File: src/rtl/parity_accum.sv
// Packet parity accumulator: per-lane XOR parity over a valid/ready word stream, one registered result per packet.
// Optional expected-parity checker (in_exp_parity / out_err) is compiled in when PARITY_CHECK_EN is defined.
module parity_accum #(
    parameter int WIDTH  = 8,
    parameter int LANES  = 1,
    parameter int MAXLEN = 16,
    localparam int CW    = $clog2(MAXLEN + 1)
) (
    input  logic             clk,
    input  logic             rst,
    input  logic             in_valid,
    output logic             in_ready,
    input  logic [WIDTH-1:0] in_data,
    input  logic             in_last,
    input  logic             odd_mode,
`ifdef PARITY_CHECK_EN
    input  logic [LANES-1:0] in_exp_parity,
    output logic [LANES-1:0] out_err,
`endif
    output logic             out_valid,
    input  logic             out_ready,
    output logic [LANES-1:0] out_parity,
    output logic [CW-1:0]    out_count,
    output logic             out_trunc,
    output logic             busy
);

    localparam int LW = WIDTH / LANES;

    typedef enum logic [1:0] {S_IDLE, S_ACCUM, S_HOLD} state_t;

    state_t           state_q, state_d;
    logic [LANES-1:0] acc_q, acc_d;
    logic [CW-1:0]    count_q, count_d;
    logic             odd_q, odd_d;
    logic             out_valid_q, out_valid_d;
    logic [LANES-1:0] out_parity_q, out_parity_d;
    logic [CW-1:0]    out_count_q, out_count_d;
    logic             out_trunc_q, out_trunc_d;
    logic             busy_q, busy_d;
`ifdef PARITY_CHECK_EN
    logic [LANES-1:0] out_err_q, out_err_d;
`endif

    logic [LANES-1:0] lane_x;
    logic [LANES-1:0] acc_sum;
    logic [CW-1:0]    count_inc;
    logic             accept;
    logic             odd_eff;
    logic             final_word;

    genvar gi;
    generate
        for (gi = 0; gi < LANES; gi++) begin : g_lane
            assign lane_x[gi] = ^in_data[gi*LW +: LW];
        end
    endgenerate

    assign in_ready   = (state_q != S_HOLD);
    assign accept     = in_valid && in_ready;
    assign acc_sum    = acc_q ^ lane_x;
    assign count_inc  = count_q + CW'(1);
    // The parity sense is taken from the first word; later odd_mode changes are ignored.
    assign odd_eff    = (state_q == S_IDLE) ? odd_mode : odd_q;
    assign final_word = in_last || (count_inc == CW'(MAXLEN));

    always_comb begin
        state_d      = state_q;
        acc_d        = acc_q;
        count_d      = count_q;
        odd_d        = odd_q;
        out_valid_d  = out_valid_q;
        out_parity_d = out_parity_q;
        out_count_d  = out_count_q;
        out_trunc_d  = out_trunc_q;
        busy_d       = busy_q;
`ifdef PARITY_CHECK_EN
        out_err_d    = out_err_q;
`endif
        case (state_q)
            S_IDLE, S_ACCUM: begin
                if (accept) begin
                    acc_d   = acc_sum;
                    count_d = count_inc;
                    odd_d   = odd_eff;
                    busy_d  = 1'b1;
                    if (final_word) begin
                        state_d      = S_HOLD;
                        out_valid_d  = 1'b1;
                        out_parity_d = acc_sum ^ {LANES{odd_eff}};
                        out_count_d  = count_inc;
                        out_trunc_d  = !in_last;
`ifdef PARITY_CHECK_EN
                        out_err_d    = acc_sum ^ {LANES{odd_eff}} ^ in_exp_parity;
`endif
                    end else begin
                        state_d = S_ACCUM;
                    end
                end
            end
            S_HOLD: begin
                if (out_ready) begin
                    state_d     = S_IDLE;
                    acc_d       = '0;
                    count_d     = '0;
                    out_valid_d = 1'b0;
                    busy_d      = 1'b0;
`ifdef PARITY_CHECK_EN
                    out_err_d   = '0;
`endif
                end
            end
            default: begin
                state_d     = S_IDLE;
                out_valid_d = 1'b0;
                busy_d      = 1'b0;
            end
        endcase
    end

    always_ff @(posedge clk or posedge rst) begin
        if (rst) begin
            state_q      <= S_IDLE;
            acc_q        <= '0;
            count_q      <= '0;
            odd_q        <= 1'b0;
            out_valid_q  <= 1'b0;
            out_parity_q <= '0;
            out_count_q  <= '0;
            out_trunc_q  <= 1'b0;
            busy_q       <= 1'b0;
`ifdef PARITY_CHECK_EN
            out_err_q    <= '0;
`endif
        end else begin
            state_q      <= state_d;
            acc_q        <= acc_d;
            count_q      <= count_d;
            odd_q        <= odd_d;
            out_valid_q  <= out_valid_d;
            out_parity_q <= out_parity_d;
            out_count_q  <= out_count_d;
            out_trunc_q  <= out_trunc_d;
            busy_q       <= busy_d;
`ifdef PARITY_CHECK_EN
            out_err_q    <= out_err_d;
`endif
        end
    end

    assign out_valid  = out_valid_q;
    assign out_parity = out_parity_q;
    assign out_count  = out_count_q;
    assign out_trunc  = out_trunc_q;
    assign busy       = busy_q;
`ifdef PARITY_CHECK_EN
    assign out_err    = out_err_q;
`endif

endmodule

File: config.mk
export PLATFORM = sky130hd
export DESIGN_NAME = parity_accum
export DESIGN_NICKNAME = d
export VERILOG_FILES = /design/src/rtl/parity_accum.sv
export SDC_FILE = /design/constraint.sdc
export NUM_CORES = 1
export LEC_CHECK = 0
export ABC_AREA = 1
export CORE_UTILIZATION = 40
export CTS_CLUSTER_DIAMETER = 120
export DETAILED_ROUTE_END_ITERATION = 10
export PLACE_DENSITY_LB_ADDON = 0.15
export SLEW_MARGIN = 20
export SYNTH_ARGS = -nofsm -noshare
export SYNTH_HDL_FRONTEND = slang
export SYNTH_SLANG_ARGS = --single-unit
File: constraint.sdc
create_clock -name clk -period 2.7 [get_ports clk]
set_input_delay 0.54 -clock clk [delete_from_list [all_inputs] [get_ports clk]]
set_output_delay 0.54 -clock clk [all_outputs]
set_load 0.01 [all_outputs]
==> results.cfg <==
[floorplanning]
die_height_um = 54.1
start_util_pct = 43.0
coreArea_um2 = 2520
die_w_um = 54.1
row_count = 18
ios = 24
die_area_um2 = 2920

[setup_path]
cp_top_family = buffers and inverters
worstPathMaxFanout = 4
critical_path_class = reg2out
cp_data_required_time_ns = 2.16
cp_num_buf_inv = 3
critPathSlowestCell = clkdlybuf4s50_1
start_kind = flip-flop
crit_chain = inv_2, nor2_1, inv_1, clkdlybuf4s50_1
worstPathArrival_ns = 1.46
cp-end-kind = output pin
critical_path.max_stage_delay_ns = 0.54

[clock_tree]
numCtsBuffers = 3
htreeDepth = 1
cts_tree = done
post_cts_resize_count = 0
cts-root-buf = clkbuf_4
cts_setup_buffers = 0
cts.sinks = 18
insertion_delay_ns = 0.30
path_clk_slew_ns = 0.10
postCtsHoldBufs = 0
clockBufferDepth = 2

[layout]
n_fill_cell = 244
multi_input_area_um2 = 505
finalNonFillerCells = 198
layout.nets = 186
n_antenna_cell = 0
drive_gt1_share_pct = 11.9
regArea_um2 = 450
syn_to_final_growth_pct = 24.9

[sta]
drv_slew = 0
setup_violations = 0
hold_violations = 0
fmax_mhz = 501
fin_crit_ns = 2.00
rsz0062_at_grt = no
tightest_slew_ns = 0.681
fin_skew_ns = 0.00711
timing.slew.headroom_pct = 54.6
fin_setup_tns_ns = 0
period_share_pct = 73.9

[place]
dp_cells = 195
dp_hpwl_mm = 1.70
gp_congestion = 0.818
io_buffers = 23

[synth]
yosys.cell_count.top_type = nand2_1
ys_async_sr_fraction_pct = 100
synth_top_area_share_pct = 41.5
synth_flop_cell = dfrtp_1
synth_area_leader_cell = dfrtp_1
yosys.cell_types.count = 21
syn_area_um2 = 1080
ys_seq_area_share_pct = 41.5
ys_ff_latch = 18
syn_inst = 143
synth_common_cells = nand2_1 (43), inv_1 (27), dfrtp_1 (18)
synth_edf_count = 0
syn-num-nets = 159
synth_area_leaders = dfrtp_1 (42%), nand2_1 (15%), inv_1 (9.3%)
syn_area_per_cell_um2 = 7.59
ys_warn_count = 0

[global_route]
gr-usage-all-layers_pct = 16.9
grt_pass1_vias = 872
gr-total-overflow = 0
grt_max_degree = 19
grt_antenna_before_repair = 0
grt_pass1_wl_mm = 3.39

[job]
maxCapViolCount = 0

[route]
vias = 922
avgRoutedWirePerCell_um = 10.6
wl_mm = 2.10
ant_nets = 0
routed.top_layer = met4
drtIter0Drc = 13
m1WireLength_um = 993
avgViaCountPerCell = 4.66
met2WireLength_um = 993
drc = 0
wl_met3_um = 91
dr.pass1.iters = 4

[power_and_ir_drop]
worst_ir_drop_vdd_mv = 0.616
p_leak_nw = 0.701
p_per_area_nw_per_um2 = 821

[min_path]
worstHoldPathType = reg2reg

[run_status]
outcome = completed
==> per-layer routing <==
| layer | up-vias | GRT usage [%] |
|---|---|---|
| met5 | - | 0 |
| met4 | 0 | 5.13 |
| met3 | 4 | 5.93 |
| met2 | 14 | 30.9 |
| met1 | 410 | 17.9 |
| li1 | 494 | - |
==> metrics by stage <==
| stage | utilization, % | area, um^2 | setup slack [ns] | power [mW] | hold slack (ns) |
|---|---|---|---|---|---|
| after floorplan | - | 1080 | 1.15 | 0.783 | 0.479 |
| after global placement | 52.8 | 1330 | 0.869 | 0.969 | 0.462 |
| after detailed placement | 52.8 | 1330 | 0.843 | 0.987 | 0.471 |
| after CTS | 53.7 | 1360 | 0.677 | 1.13 | 0.496 |
| after global routing | 53.7 | 1360 | 0.608 | 1.20 | 0.510 |
| final | 53.7 | 1360 | 0.704 | 1.11 | 0.489 |
==> final timing paths <==
kind                       startpoint           end  slack, ns  cells after the start
setup / recovery           state_q[1]      in_ready       0.70                      4
hold / removal                   busy          busy       0.49                      2
setup reg to reg           count_q[0]  out_count[4]       1.05                      8
hold reg to reg                  busy          busy       0.49                      2
max in group asynchronous         rst         acc_q       1.64                      2
min in group asynchronous         rst  out_count[3]       0.63                      2
==> cells in the final DEF (no fill, tap or decap), drive strengths merged <==
master         count
inv               29
nor2               6
dfrtp             18
o21ai             12
xnor2              1
clkbuf             3
xor2               2
ha                 2
nand2             49
o22ai              4
clkdlybuf4s50     23
nand3b             1
nand3             15
nand4              1
a21oi              2
==> sequential cells by signal (all words and copies together) (netlist names) <==
name and flops:
acc_q 1, busy 1, count_q 5, odd_q 1, out_count 5, out_parity 1, out_trunc 1, out_valid 1
state_q 2
==> report_power, final <==
part           switching, mW  internal (mW)
Clock                 0.0861         0.0521
Sequential            0.0835          0.373
Combinational          0.273          0.245
Total                  0.443          0.670
==> layout make-up <==
cell class | instances | share of cell area (%)
sequential | 18 | 33.2
tap | 30 | 2.77
inverter | 29 | 8.03
timing repair buffer | 23 | 17.0
multi-input combinational | 95 | 37.3
clock buffer | 3 | 1.66
==> logic make-up after synthesis <==
| group | Yosys count | share of synthesized area, % |
|---|---|---|
| simple gates | 72 | 30.0 |
| xor+xnor | 3 | 3.11 |
| compound gates | 18 | 11.2 |
| fa+ha+maj | 2 | 2.31 |
| flops | 18 | 41.5 |
| buf+inv | 30 | 11.9 |
==> worst reg2reg max path, delay by kind of cell (launching register included) <==
family	cells	cell delay, ns
xor gates and xnor gates	1	0.17
adders and majority gates	1	0.26
and+or+nand+nor	5	0.59
DFF	1	0.48
AOI/OAI and AO/OA	1	0.05
Power figures use the tool's default switching activity.
